<file path="src/rtl/traffic_pkg.sv">
// Shared types and constants for the traffic phase controller: state encoding,
// one-hot light codes and default phase durations.
package traffic_pkg;

    typedef enum logic [2:0] {
        INIT      = 3'd0,
        NS_GREEN  = 3'd1,
        NS_YELLOW = 3'd2,
        RED_A     = 3'd3,
        EW_GREEN  = 3'd4,
        EW_YELLOW = 3'd5,
        RED_B     = 3'd6,
        WALK      = 3'd7
    } state_e;

    // Light encoding is one-hot {red, yellow, green}.
    localparam logic [2:0] LIGHT_R = 3'b100;
    localparam logic [2:0] LIGHT_Y = 3'b010;
    localparam logic [2:0] LIGHT_G = 3'b001;

    localparam int COUNT_SIZE_DEF = 5;
    localparam int GREEN_DUR_DEF  = 20;
    localparam int YELLOW_DUR_DEF = 4;
    localparam int ALLRED_DUR_DEF = 2;
    localparam int WALK_DUR_DEF   = 10;

endpackage

</file>
<file path="src/rtl/traffic_phase_ctrl_if.sv">
// Control bus between the phase controller (master) and the saturation timer (slave).
interface traffic_phase_ctrl_if #(
    parameter int COUNT_SIZE = 5
) ();
    logic [COUNT_SIZE-1:0] tmr_count;
    logic                  tmr_load;
    logic                  tmr_down;
    logic [COUNT_SIZE-1:0] tmr_in;
    logic                  tmr_min_load;
    logic [COUNT_SIZE-1:0] tmr_min_in;

    modport master (
        input  tmr_count,
        output tmr_load, tmr_down, tmr_in, tmr_min_load, tmr_min_in
    );

    modport slave (
        output tmr_count,
        input  tmr_load, tmr_down, tmr_in, tmr_min_load, tmr_min_in
    );
endinterface

</file>
<file path="src/rtl/phase_light_decode.sv">
// Maps a controller state to the NS/EW light codes and the walk indication.
// Walk is only decoded when PED_WALK_EN is defined.
module phase_light_decode
    import traffic_pkg::*;
(
    input  state_e     state,
    output logic [2:0] ns_light,
    output logic [2:0] ew_light,
    output logic       walk
);

    // Light and walk decode for the given state
    always_comb begin
        ns_light = LIGHT_R;
        ew_light = LIGHT_R;
        walk     = 1'b0;
        case (state)
            NS_GREEN:  ns_light = LIGHT_G;
            NS_YELLOW: ns_light = LIGHT_Y;
            EW_GREEN:  ew_light = LIGHT_G;
            EW_YELLOW: ew_light = LIGHT_Y;
`ifdef PED_WALK_EN
            WALK:      walk     = 1'b1;
`endif
            default: begin
                ns_light = LIGHT_R;
                ew_light = LIGHT_R;
            end
        endcase
    end

endmodule

</file>
<file path="src/rtl/traffic_phase_ctrl.sv">
// Traffic intersection phase sequencer driving an external saturation timer.
// Optional pedestrian walk phase is enabled by defining PED_WALK_EN.
module traffic_phase_ctrl
    import traffic_pkg::*;
#(
    parameter int COUNT_SIZE = COUNT_SIZE_DEF,
    parameter int GREEN_DUR  = GREEN_DUR_DEF,
    parameter int YELLOW_DUR = YELLOW_DUR_DEF,
    parameter int ALLRED_DUR = ALLRED_DUR_DEF,
    parameter int WALK_DUR   = WALK_DUR_DEF
) (
    input  logic                    clk,
    input  logic                    rst,
    traffic_phase_ctrl_if.master    tmr,
    input  logic                    ew_car,
    input  logic                    ped_req,
    output logic [2:0]              ns_light,
    output logic [2:0]              ew_light,
    output logic                    walk
);

    localparam int MAX_DUR = int'((32'd1 << COUNT_SIZE) - 32'd1);

    if ((GREEN_DUR > MAX_DUR) || (YELLOW_DUR > MAX_DUR) ||
        (ALLRED_DUR > MAX_DUR) || (WALK_DUR > MAX_DUR)) begin : g_dur_too_wide
        $error("traffic_phase_ctrl: a phase duration does not fit in COUNT_SIZE bits");
    end

    localparam logic [COUNT_SIZE-1:0] GREEN_L  = COUNT_SIZE'(GREEN_DUR);
    localparam logic [COUNT_SIZE-1:0] YELLOW_L = COUNT_SIZE'(YELLOW_DUR);
    localparam logic [COUNT_SIZE-1:0] ALLRED_L = COUNT_SIZE'(ALLRED_DUR);
    localparam logic [COUNT_SIZE-1:0] WALK_L   = COUNT_SIZE'(WALK_DUR);

    function automatic logic [COUNT_SIZE-1:0] phase_dur(input state_e s);
        case (s)
            NS_GREEN, EW_GREEN:   phase_dur = GREEN_L;
            NS_YELLOW, EW_YELLOW: phase_dur = YELLOW_L;
            RED_A, RED_B:         phase_dur = ALLRED_L;
            WALK:                 phase_dur = WALK_L;
            default:              phase_dur = '0;
        endcase
    endfunction

    state_e                state_q, state_d, nxt_s;
    logic                  first_q, first_d;
    logic                  expired_s;
    logic                  tmr_load_q, tmr_load_d;
    logic                  tmr_down_q, tmr_down_d;
    logic                  tmr_min_load_q, tmr_min_load_d;
    logic [COUNT_SIZE-1:0] tmr_in_q, tmr_in_d;
    logic [2:0]            ns_light_q, ns_light_s;
    logic [2:0]            ew_light_q, ew_light_s;
    logic                  walk_q, walk_s;

`ifdef PED_WALK_EN
    logic                  pending_q, pending_d;
`else
    logic                  unused_ped_s;
    assign unused_ped_s = ped_req;
`endif

    // Phase successor on expiry, then state/first-cycle update
    always_comb begin
        nxt_s     = INIT;
        state_d   = state_q;
        first_d   = 1'b0;
        expired_s = ~first_q & (tmr.tmr_count == '0);
        case (state_q)
            NS_GREEN:  nxt_s = ew_car ? NS_YELLOW : NS_GREEN;
            NS_YELLOW: nxt_s = RED_A;
            RED_A:     nxt_s = EW_GREEN;
            EW_GREEN:  nxt_s = EW_YELLOW;
            EW_YELLOW: nxt_s = RED_B;
`ifdef PED_WALK_EN
            RED_B:     nxt_s = pending_q ? WALK : NS_GREEN;
`else
            RED_B:     nxt_s = NS_GREEN;
`endif
            WALK:      nxt_s = NS_GREEN;
            default:   nxt_s = INIT;
        endcase
        // INIT holds once after reset so the floor-load cycle is visible
        if (state_q == INIT) begin
            if (first_q) begin
                state_d = INIT;
                first_d = 1'b0;
            end else begin
                state_d = NS_GREEN;
                first_d = 1'b1;
            end
        end else if (expired_s) begin
            state_d = nxt_s;
            first_d = 1'b1;
        end else begin
            state_d = state_q;
            first_d = 1'b0;
        end
    end

    // Timer control for the upcoming cycle, registered below
    always_comb begin
        tmr_load_d     = first_d & (state_d != INIT);
        tmr_down_d     = ~first_d & (state_d != INIT);
        tmr_min_load_d = ~first_d & (state_d == INIT);
        if (tmr_load_d) begin
            tmr_in_d = phase_dur(state_d);
        end else begin
            tmr_in_d = '0;
        end
    end

`ifdef PED_WALK_EN
    // Sticky pedestrian request; a new request on the clearing cycle is kept
    always_comb begin
        if ((state_d == WALK) && (state_q != WALK)) begin
            pending_d = ped_req;
        end else begin
            pending_d = pending_q | ped_req;
        end
    end
`endif

    phase_light_decode u_decode (
        .state    (state_d),
        .ns_light (ns_light_s),
        .ew_light (ew_light_s),
        .walk     (walk_s)
    );

    // State and registered outputs
    always_ff @(posedge clk or negedge rst) begin
        if (!rst) begin
            state_q        <= INIT;
            first_q        <= 1'b1;
            tmr_load_q     <= 1'b0;
            tmr_down_q     <= 1'b0;
            tmr_min_load_q <= 1'b0;
            tmr_in_q       <= '0;
            ns_light_q     <= LIGHT_R;
            ew_light_q     <= LIGHT_R;
            walk_q         <= 1'b0;
`ifdef PED_WALK_EN
            pending_q      <= 1'b0;
`endif
        end else begin
            state_q        <= state_d;
            first_q        <= first_d;
            tmr_load_q     <= tmr_load_d;
            tmr_down_q     <= tmr_down_d;
            tmr_min_load_q <= tmr_min_load_d;
            tmr_in_q       <= tmr_in_d;
            ns_light_q     <= ns_light_s;
            ew_light_q     <= ew_light_s;
            walk_q         <= walk_s;
`ifdef PED_WALK_EN
            pending_q      <= pending_d;
`endif
        end
    end

    assign tmr.tmr_load     = tmr_load_q;
    assign tmr.tmr_down     = tmr_down_q;
    assign tmr.tmr_in       = tmr_in_q;
    assign tmr.tmr_min_load = tmr_min_load_q;
    assign tmr.tmr_min_in   = '0;
    assign ns_light         = ns_light_q;
    assign ew_light         = ew_light_q;
    assign walk             = walk_q;

endmodule

</file>
<file path="src/flat_wrapper.sv">
// flat-port wrapper written by rule: the top's interface ports become plain ports
module traffic_phase_ctrl_flat import traffic_pkg::*;
#(
    parameter int COUNT_SIZE = COUNT_SIZE_DEF,
    parameter int GREEN_DUR  = GREEN_DUR_DEF,
    parameter int YELLOW_DUR = YELLOW_DUR_DEF,
    parameter int ALLRED_DUR = ALLRED_DUR_DEF,
    parameter int WALK_DUR   = WALK_DUR_DEF
)
  (clk, rst, ew_car, ped_req, ns_light, ew_light, walk, tmr_tmr_count, tmr_tmr_load, tmr_tmr_down, tmr_tmr_in, tmr_tmr_min_load, tmr_tmr_min_in);
  traffic_phase_ctrl_if #(.COUNT_SIZE(COUNT_SIZE)) tmr_i ();
  input  logic clk;
  input  logic rst;
  input  logic ew_car;
  input  logic ped_req;
  output logic [2:0] ns_light;
  output logic [2:0] ew_light;
  output logic walk;
  input wire logic [$bits(tmr_i.tmr_count)-1:0] tmr_tmr_count;
  output wire logic [$bits(tmr_i.tmr_load)-1:0] tmr_tmr_load;
  output wire logic [$bits(tmr_i.tmr_down)-1:0] tmr_tmr_down;
  output wire logic [$bits(tmr_i.tmr_in)-1:0] tmr_tmr_in;
  output wire logic [$bits(tmr_i.tmr_min_load)-1:0] tmr_tmr_min_load;
  output wire logic [$bits(tmr_i.tmr_min_in)-1:0] tmr_tmr_min_in;
  assign tmr_i.tmr_count = tmr_tmr_count;
  assign tmr_tmr_load = tmr_i.tmr_load;
  assign tmr_tmr_down = tmr_i.tmr_down;
  assign tmr_tmr_in = tmr_i.tmr_in;
  assign tmr_tmr_min_load = tmr_i.tmr_min_load;
  assign tmr_tmr_min_in = tmr_i.tmr_min_in;
  traffic_phase_ctrl #(.COUNT_SIZE(COUNT_SIZE), .GREEN_DUR(GREEN_DUR), .YELLOW_DUR(YELLOW_DUR), .ALLRED_DUR(ALLRED_DUR), .WALK_DUR(WALK_DUR)) u_core (.clk(clk), .rst(rst), .tmr(tmr_i), .ew_car(ew_car), .ped_req(ped_req), .ns_light(ns_light), .ew_light(ew_light), .walk(walk));
endmodule
</file>
<file path="config.mk">
export PLATFORM = sky130hd
export DESIGN_NAME = traffic_phase_ctrl_flat
export DESIGN_NICKNAME = d
export VERILOG_FILES = /design/src/rtl/traffic_pkg.sv /design/src/rtl/traffic_phase_ctrl_if.sv /design/src/rtl/phase_light_decode.sv /design/src/rtl/traffic_phase_ctrl.sv /design/src/flat_wrapper.sv
export SDC_FILE = /design/constraint.sdc
export NUM_CORES = 1
export LEC_CHECK = 0
export BUFFER_PORTS_ARGS = -buffer_cell sky130_fd_sc_hd__buf_2
export CAP_MARGIN = 20
export CORE_UTILIZATION = 51
export CTS_CLUSTER_SIZE = 25
export DETAILED_ROUTE_END_ITERATION = 8
export PLACE_DENSITY = 0.82
export SYNTH_ARGS = -nofsm -noshare
export SYNTH_HDL_FRONTEND = slang
export SYNTH_SLANG_ARGS = --single-unit
</file>
<file path="constraint.sdc">
create_clock -name clk -period 2.7 [get_ports clk]
set_clock_uncertainty 0.15 [all_clocks]
set_input_delay 0.675 -clock clk [delete_from_list [all_inputs] [get_ports clk]]
set_output_delay 0.675 -clock clk [all_outputs]
set_load 0.1 [all_outputs]
</file>
==> results_dict.tcl, run 1 <==
set metrics [dict create \
    cts_setup_buffers 0 \
    syn-cell-area_um2 816 \
    avgRoutedWirePerCell_um 12.4 \
    syn_inst 84 \
    cap_violations 0 \
    layout-drive-gt1-share_pct 28.8 \
    vias 670 \
    regArea_um2 429 \
    path_delay_family "flip-flops" \
    path_clk_slew_ns 0.10 \
    h-tree-depth 1 \
    rows 14 \
    ys_async_sr_fraction_pct 100 \
    grt_pass1_vias 553 \
    critical_path_class "reg -> out" \
    yosys.area.top_type "dfrtp_1" \
    area_growth_pct 13.2 \
    seq_area_frac_synth_pct 52.6 \
    peakVddDrop_uv 567 \
    yosys_register_bits 17 \
    outcome "finished, final reports clean" \
    netlist_top_cells_area "dfrtp_1 43%, dfstp_2 9.7%, buf_4 6.4%, o21ai_0 3.7%, nand2_1 3.7%" \
    dieArea_um2 1760 \
    grt_usage_pct 18.8 \
    slew_headroom_pct 66.5 \
    arrival_ns 1.22 \
    cts_tree "built" \
    report.final.setup_viol 0 \
    ios 29 \
    endpoint_kind "primary output" \
    clock.fmax_ghz 0.490 \
    nets 114 \
    synthDistinctLibCells 31 \
    hold_path_class "in -> async" \
    synth_area_per_cell_um2 9.71 \
    power_density_nw_per_um2 1150 \
    final_cell_area_um2 923 \
    die_w_um 42.0 \
    worstPathRequired_ns 1.88 \
    finalHoldViolCount 0 \
    synth_ff_type "dfrtp_1" \
    power_frac_seq_pct 35.8 \
    cts_made_buffers 3 \
    worst_slew_pin_slew_ns 0.498 \
    dr.pass1.iters 4 \
    cts.repair.resized 0 \
    intPower_w 0.000483 \
    antennaDiodeCount 0 \
    clock_latency_ns 0.29 \
    yosys_warnings 0 \
    wl_um 1480 \
    period_share_pct 75.6 \
    drc 0 \
    antenna_left 0 \
    drt_iter0_drc 28 \
    antenna_found_initial 0 \
    power_switching_w 0.000578 \
    cp_slowest_cell "dfstp_2" \
    fillers 142 \
    post-route-util_pct 61.3 \
    crit_chain "buf_2" \
    grt_start_max_net_pins 18 \
    gr-total-overflow 0 \
    synth_edf_count 0 \
    rsz0062_at_grt "false" \
    cts_root_buffer "clkbuf_4" \
    synth_top_area_share_pct 42.9 \
    p_sw_share_pct 54.5 \
    place.gp.congestion 0.900 \
    power_frac_comb_pct 51.5 \
    grt_pass1_wl_um 2470 \
    min_period_ns 2.04 \
    place_area_um2 897 \
    avgViaCountPerCell 5.58 \
    cts_sinks 17 \
    slowest_delay_ns 0.52 \
    numPortBuffers 20 \
    multi_input_area_um2 329 \
    max-clock-path-buffers 2 \
    cp_num_buf_inv 1 \
    ctsHoldBuffers 0 \
    start_util_pct 54.2 \
    p_leak_nw 0.452 \
    cp-start-kind "flip-flop" \
    maxSlewViolCount 0 \
    hpwl_um 1070 \
    pwr-share-clk_pct 12.8 \
    die_height_um 42.0 \
    worstPathMaxFanout 1 \
    core_area_um2 1510 \
    setup_tns_ns 0 \
]
[per-layer routing]
metal	track usage (%)	share of wire [%]	wire, µm	up-vias
li1	-	-	-	323
met1	27.1	47	704	317
met2	25.3	45	665	26
met3	4.31	5.1	76	4
met4	11.6	2.6	38	0
met5	0	0	0	-
[cells in the mapped netlist, drive strengths merged, types with 2 or more instances]
master  instances
a21oi           2
buf             7
clkbuf          5
dfrtp          14
dfstp           3
inv             3
nand2           8
nand3           2
nand4           2
nor2            6
nor2b           3
nor3            3
o21ai           6
o22ai           2
o31ai           3
[metrics by stage]
| step | std cells | hold slack, ns | worst slack [ns] | power, W |
|---|---|---|---|---|
| CTS | 120 | 0.138 | 0.649 | 0.00106 |
| detailed placement | 116 | 0.434 | 0.430 | 0.000928 |
| global route | 120 | 0.148 | 0.621 | 0.00111 |
| global placement | 116 | 0.432 | 0.456 | 0.000918 |
| floorplan | 91 | 0.229 | 0.598 | 0.000861 |
| finish | 120 | 0.129 | 0.658 | 0.00106 |
[power groups by stage]
| stage | clock [W] | sequential, W | combinational (W) |
|---|---|---|---|
| after floorplan | 0 | 0.000645 | 0.000216 |
| after global placement | 0 | 0.000380 | 0.000538 |
| after detailed placement | 0 | 0.000383 | 0.000545 |
| after CTS | 0.000138 | 0.000378 | 0.000546 |
| after global routing | 0.000153 | 0.000388 | 0.000573 |
| final | 0.000135 | 0.000379 | 0.000546 |
[sequential cells by signal (all words and copies together) (netlist names)]
name                     flops
u_core.ns_light              3
u_core.ew_light              3
u_core.tmr.tmr_in            4
u_core.first_q               1
u_core.state_q               3
u_core.tmr.tmr_min_load      1
u_core.tmr.tmr_load          1
u_core.tmr.tmr_down          1
[path summary, 6_finish.rpt]
check | from | end | slack (ns) | cells past startpoint
setup reg to reg | u_core.first_q | u_core.state_q[2] | 0.81 | 3
hold / removal | rst | u_core.tmr.tmr_in[4] | 0.13 | 1
min in group clk | u_core.first_q | u_core.tmr.tmr_min_load | 0.45 | 1
hold reg to reg | u_core.first_q | u_core.tmr.tmr_min_load | 0.45 | 1
max in group asynchronous | rst | u_core.ew_light[2] | 1.96 | 1
setup / recovery | u_core.ew_light[2] | ew_light[2] | 0.66 | 1
[area by class of cell]
class | instances | area share, %
Tap cell | 16 | 2.17
Sequential cell | 17 | 46.5
Multi-Input combinational cell | 59 | 35.6
Inverter | 3 | 1.22
Timing Repair Buffer | 21 | 11.7
Clock buffer | 4 | 2.85
[cell families after synthesis]
| group | after synthesis | share of synthesized area, % |
|---|---|---|
| AOI/OAI and AO/OA | 18 | 14.6 |
| buffers and inverters | 15 | 10.3 |
| DFF | 17 | 52.6 |
| muxes | 2 | 2.61 |
| other | 1 | 0.460 |
| and+or+nand+nor | 31 | 19.5 |
[layout by cell type (no fill, tap or decap), drive strengths merged, types with 2 or more instances in the layout]
cell type / synthesis / final
a21oi: 2 / 2
nand3: 2 / 2
nand2: 8 / 8
o22ai: 2 / 2
dfrtp: 14 / 14
nor2: 6 / 6
dfstp: 3 / 3
o21ai: 6 / 6
nor3: 3 / 3
nor2b: 3 / 3
clkbuf: 5 / 4
buf: 7 / 21
conb: 1 / 8
o31ai: 3 / 3
inv: 3 / 3
nand4: 2 / 2
Power figures use the tool's default switching activity.
==> run 2, diff against run 1 <==
--- a/config.mk
+++ b/config.mk
@@ -5,12 +5,13 @@
 export SDC_FILE = /design/constraint.sdc
 export NUM_CORES = 1
 export LEC_CHECK = 0
+export ABC_AREA = 1
 export BUFFER_PORTS_ARGS = -buffer_cell sky130_fd_sc_hd__buf_2
 export CAP_MARGIN = 20
-export CORE_UTILIZATION = 51
+export CORE_UTILIZATION = 47
 export CTS_CLUSTER_SIZE = 25
 export DETAILED_ROUTE_END_ITERATION = 8
-export PLACE_DENSITY = 0.82
+export PLACE_DENSITY = 0.76
 export SYNTH_ARGS = -nofsm -noshare
 export SYNTH_HDL_FRONTEND = slang
 export SYNTH_SLANG_ARGS = --single-unit
==> constraint.sdc (replaced) <==
create_clock -name clk -period 2 [get_ports clk]
set_clock_uncertainty 0.15 [all_clocks]
set_input_delay 0.5 -clock clk [delete_from_list [all_inputs] [get_ports clk]]
set_output_delay 0.5 -clock clk [all_outputs]
set_load 0.1 [all_outputs]
==> run 2 against run 1 <==
Effect of this change:
- the run now ends with design-rule violations left
- sequential cell count did not move
- worst hold slack improved by 0.29 ns
- synthesized area fell by 0.77%
- largest cell class unchanged
- worst setup slack got worse by 0.52 ns
- highest routed layer is now met3
- critical path depth did not move
==> results_dict.tcl, run 2 <==
set metrics [dict create \
    worstPathMaxFanout 1 \
    max-clock-path-buffers 2 \
    dp_slack_ns 0.111 \
    period_share_pct 93.3 \
    ios 29 \
    layout-drive-gt1-share_pct 37.7 \
    place.gp.congestion 0.739 \
    hold_depth 2 \
    netlist_top_cells_area "dfrtp_1 43%, dfstp_2 9.7%, buf_4 6.5%, nand2_1 6.5%, nand3_1 6.2%" \
    yosys.area.top_type "dfrtp_1" \
    worstPathRequired_ns 1.35 \
    path_delay_family "flip-flops" \
    antennaDiodeCount 0 \
    mostFrequentLayoutCells "20 x buf_2, 14 x nand2_1, 14 x dfrtp_1, 10 x inv_1, 10 x nand3_1" \
    seq_area_frac_synth_pct 53.0 \
    cap_violations 0 \
    grt_start_max_net_pins 18 \
    final_common_cell "buf_2" \
    rsz0062_at_grt "false" \
    finalHoldViolCount 0 \
    h-tree-depth 1 \
    drt-met1-wl_um 523 \
    outcome "finished with violations" \
    startpoint "u_core.ns_light[2]" \
    rows 14 \
    final_cell_area_um2 935 \
    synth_common_cells "14 x dfrtp_1, 14 x nand2_1, 10 x inv_1, 10 x nand3_1, 7 x buf_4" \
    synthDistinctLibCells 21 \
    start_util_pct 51.9 \
    place_area_um2 898 \
    rr_endpoint "u_core.tmr.tmr_in[2]" \
    clock_latency_ns 0.27 \
    wl_um 1210 \
    slowest_delay_ns 0.53 \
    yosys_warnings 0 \
    numPortBuffers 20 \
    dr.pass1.iters 6 \
    setup_slack_ns 0.135 \
    hp-start "u_core.first_q" \
    cts_tree "built" \
    cp_num_buf_inv 1 \
    drc 3 \
    yosys_register_bits 17 \
    setup_tns_ns 0 \
    drt_iter0_drc 12 \
    top_layer "met3" \
    cts_made_buffers 3 \
    path_clk_slew_ns 0.08 \
    cts_sinks 17 \
    grt_pass1_wl_um 2150 \
    cts_setup_buffers 0 \
    critical_path_class "reg -> out" \
    endpoint_kind "primary output" \
    maxSlewViolCount 0 \
    crit_chain "buf_2" \
    grt_usage_pct 15.7 \
    antenna_left 0 \
    clock.fmax_ghz 0.536 \
    met2_length_um 605 \
    cp_slowest_cell "dfstp_2" \
    report.final.setup_viol 0 \
    wl_met3_um 78 \
    dieArea_um2 1890 \
    cts_root_buffer "clkbuf_4" \
    whs_endpoint "u_core.tmr.tmr_min_load" \
    hpwl_um 1000 \
    synth_edf_count 0 \
    r2r_setup_slack_ns 0.36 \
    vias 594 \
    synth_ff_type "dfrtp_1" \
    ys_async_sr_fraction_pct 100 \
    avgViaCountPerCell 4.57 \
    hold_path_class "reg -> reg" \
    syn_inst 90 \
    nets 124 \
    violations "design-rule violations" \
    reg2reg_from "u_core.first_q" \
    min_period_ns 1.87 \
    antenna_found_initial 0 \
    synth_area_per_cell_um2 8.99 \
    rr_worst_depth 10 \
    avgRoutedWirePerCell_um 9.28 \
    largest_reg_flops 4 \
    area_growth_pct 15.5 \
    gr-total-overflow 0 \
    grt_pass1_vias 547 \
    post-route-util_pct 60.0 \
    die_w_um 43.5 \
    arrival_ns 1.22 \
    cp-start-kind "flip-flop" \
    syn-cell-area_um2 810 \
    core_area_um2 1560 \
    synth_top_area_share_pct 43.3 \
    die_height_um 43.5 \
]
run 2: changes by cell type after synthesis, sizes merged, moves of 5 or more:
cell / previous run / this run
inv: 3 / 16
nand3: 2 / 12
nand2: 8 / 16
clkbuf: 5 / 0
nor2: 6 / 11
run 2: worst max-delay path by stage:
stage | to | slack, ns | depth (start not counted)
after floorplan | u_core.tmr.tmr_in[2] | 0.40 | 10
after global placement | u_core.tmr.tmr_in[2] | 0.17 | 11
after detailed placement | u_core.tmr.tmr_in[2] | 0.11 | 11
after CTS | ns_light[2] | 0.12 | 1
after global routing | ns_light[2] | 0.08 | 1
final | ns_light[2] | 0.13 | 1
run 2: worst min-delay path: cells and delay by family, from the launching register on:
kind	cells	cell delay, ns
DFF	1	0.39
buffers and inverters	1	0.06
and+or+nand+nor	1	0.08
run 2: logic make-up after synthesis:
kind of cell / share of synthesized area (%)
buffers and inverters: 14.5
AND/OR/NAND/NOR: 26.3
AO/OA/AOI/OAI: 5.72
other: 0.463
flip-flops: 53.0
run 2: layer usage:
metal	vias up	GRT usage, %
li1	307	-
met1	271	17.9
met2	16	26.7
met3	0	8.75
met4	0	1.88
met5	-	0
run 2: what timing repair did:
action,CTS,global route
hold endpoints to repair,14,0
gates resized for setup,0,0
hold buffers,1,0
run 2: per-stage QoR:
step	cells	hold slack, ns
3_5_place_dp	125	0.280
3_3_place_gp	125	0.272
2_1_floorplan	97	0.0544
5_1_grt	130	0.458
4_1_cts	130	0.425
6_report	130	0.423
run 2: cell type report:
class | count | area, µm²
Inverter | 16 | 60.1
Multi-Input combinational cell | 56 | 289
Sequential cell | 17 | 429
Timing Repair Buffer | 21 | 110
Tap cell | 16 | 20.0
Fill cell | 145 | 624
Clock buffer | 4 | 26.3
Power of run 2 is left out: the tool's default activity adds up to more than one toggle a clock period on the data nets, which glitch-free logic cannot reach.
==> run 3, diff against run 2 <==
--- a/config.mk
+++ b/config.mk
@@ -11,7 +11,8 @@
 export CORE_UTILIZATION = 47
 export CTS_CLUSTER_SIZE = 25
 export DETAILED_ROUTE_END_ITERATION = 8
-export PLACE_DENSITY = 0.76
+export PLACE_DENSITY = 0.8
+export SETUP_SLACK_MARGIN = 0.4
 export SYNTH_ARGS = -nofsm -noshare
 export SYNTH_HDL_FRONTEND = slang
 export SYNTH_SLANG_ARGS = --single-unit
==> run 3 against run 2 <==
Effect of this change:
- the flow still finishes with violations (design-rule violations)
- critical endpoint is now ew_light[2]
- cell count increased by 4.6%
- critical path depth unchanged
- wire length increased by 34%
- global-route usage increased by 1.7 points
- worst setup slack improved by 0.19 ns
- final area increased by 17%
- maximum frequency increased by 11%
- die area unchanged
==> results_dict.tcl, run 3 (synthesized netlist as in run 2, its figures left out) <==
set metrics [dict create \
    cap_violations 0 \
    layout-drive-gt1-share_pct 49.2 \
    cts_sinks 17 \
    report.final.setup_viol 0 \
    cp_num_buf_inv 1 \
    area_growth_pct 34.6 \
    period_share_pct 83.9 \
    path_delay_family "flip-flops" \
    h-tree-depth 1 \
    ios 29 \
    numPortBuffers 20 \
    drc 4 \
    grt_start_max_net_pins 18 \
    setup_tns_ns 0 \
    arrival_ns 1.03 \
    nets 130 \
    hp-start "tmr_tmr_count[2]" \
    die_w_um 43.5 \
    path_clk_slew_ns 0.09 \
    mostFrequentLayoutCells "16 x buf_4, 13 x dfrtp_1, 10 x inv_1, 10 x nand2_1, 8 x conb_1" \
    finalHoldViolCount 0 \
    dr.pass1.iters 6 \
    die_height_um 43.5 \
    place.gp.congestion 0.739 \
    antenna_found_initial 0 \
    gr-total-overflow 0 \
    antennaDiodeCount 0 \
    outcome "finished with violations" \
    hpwl_um 968 \
    rows 14 \
    vias 645 \
    post-route-util_pct 69.9 \
    rsz0062_at_grt "true" \
    worstPathMaxFanout 1 \
    cts_tree "built" \
    crit_chain "buf_12" \
    cts_root_buffer "clkbuf_4" \
    multi_input_area_um2 335 \
    slowest_delay_ns 0.57 \
    hold_path_class "in -> reg" \
    reg2reg_from "u_core.first_q" \
    min_period_ns 1.68 \
    clock_latency_ns 0.28 \
    regArea_um2 430 \
    grt_pass1_vias 639 \
    antenna_left 0 \
    dieArea_um2 1890 \
    cp_slowest_cell "dfstp_2" \
    avgViaCountPerCell 4.74 \
    endpoint_kind "primary output" \
    grt_usage_pct 17.4 \
    max-clock-path-buffers 2 \
    cts_made_buffers 3 \
    maxSlewViolCount 0 \
    start_util_pct 51.9 \
    clock.fmax_ghz 0.596 \
    avgRoutedWirePerCell_um 11.9 \
    grt_pass1_wl_um 2400 \
    largest_reg_flops 4 \
    fillers 115 \
    startpoint "u_core.ew_light[2]" \
    wl_um 1620 \
    drt_iter0_drc 15 \
    worstPathRequired_ns 1.35 \
    final_common_cell "buf_4" \
    cp-start-kind "flip-flop" \
    critical_path_class "reg -> out" \
    violations "design-rule violations" \
    core_area_um2 1560 \
]
## run 3: cell types whose count changed in the layout (fill, tap and decap cells not counted), moves of 3 or more
| cell | before | now |
|---|---|---|
| nand2_2 | 1 | 5 |
| buf_2 | 20 | 7 |
| buf_4 | 0 | 16 |
| nand3_2 | 2 | 5 |
| nand2_1 | 14 | 10 |
| nand3_1 | 10 | 7 |
## run 3: per-layer routing
layer  track usage, %  wire length [µm]
met1             16.9               621
met2             34.8               907
met3             5.00                79
met4             5.00                13
met5                0                 0
## run 3: per-stage QoR
stage               cells  area [µm²]  hold WS (ns)  setup WS [ns]
global route          136        1090         0.442          0.267
global placement      125         898         0.272          0.165
detailed placement    125         898         0.275          0.144
CTS                   136        1050         0.406          0.305
floorplan              97         836        0.0544          0.403
finish                136        1090         0.438          0.323
## run 3: area by class of cell
class                   count  area share [%]
clock buffers               3            2.07
clock inverters             1           0.459
inverters                  16            5.51
multi-input cells          56            30.8
flip-flops and latches     17            39.5
well taps                  16            1.84
repair buffers             27            19.9
## run 3: final timing paths
path | depth (start not counted) | end | slack, ns
worst min register to register | 2 | u_core.tmr.tmr_min_load | 0.46
worst min-delay path | 4 | u_core.state_q[2] | 0.44
max in group asynchronous | 2 | u_core.ns_light[2] | 0.88
worst max-delay path | 1 | ew_light[2] | 0.32
min in group asynchronous | 2 | u_core.tmr.tmr_down | 0.50
worst max register to register | 11 | u_core.tmr.tmr_in[2] | 0.36
## run 3: timing repair
item,in CTS,in global routing
cloned,0,0
endpoints found under the setup margin,14,9
resized for setup,22,10
buffers inserted,6,0
hold endpoints to repair,14,0
hold buffers,1,0
pin swaps,4,3
Power of run 3 is left out for the same reason.
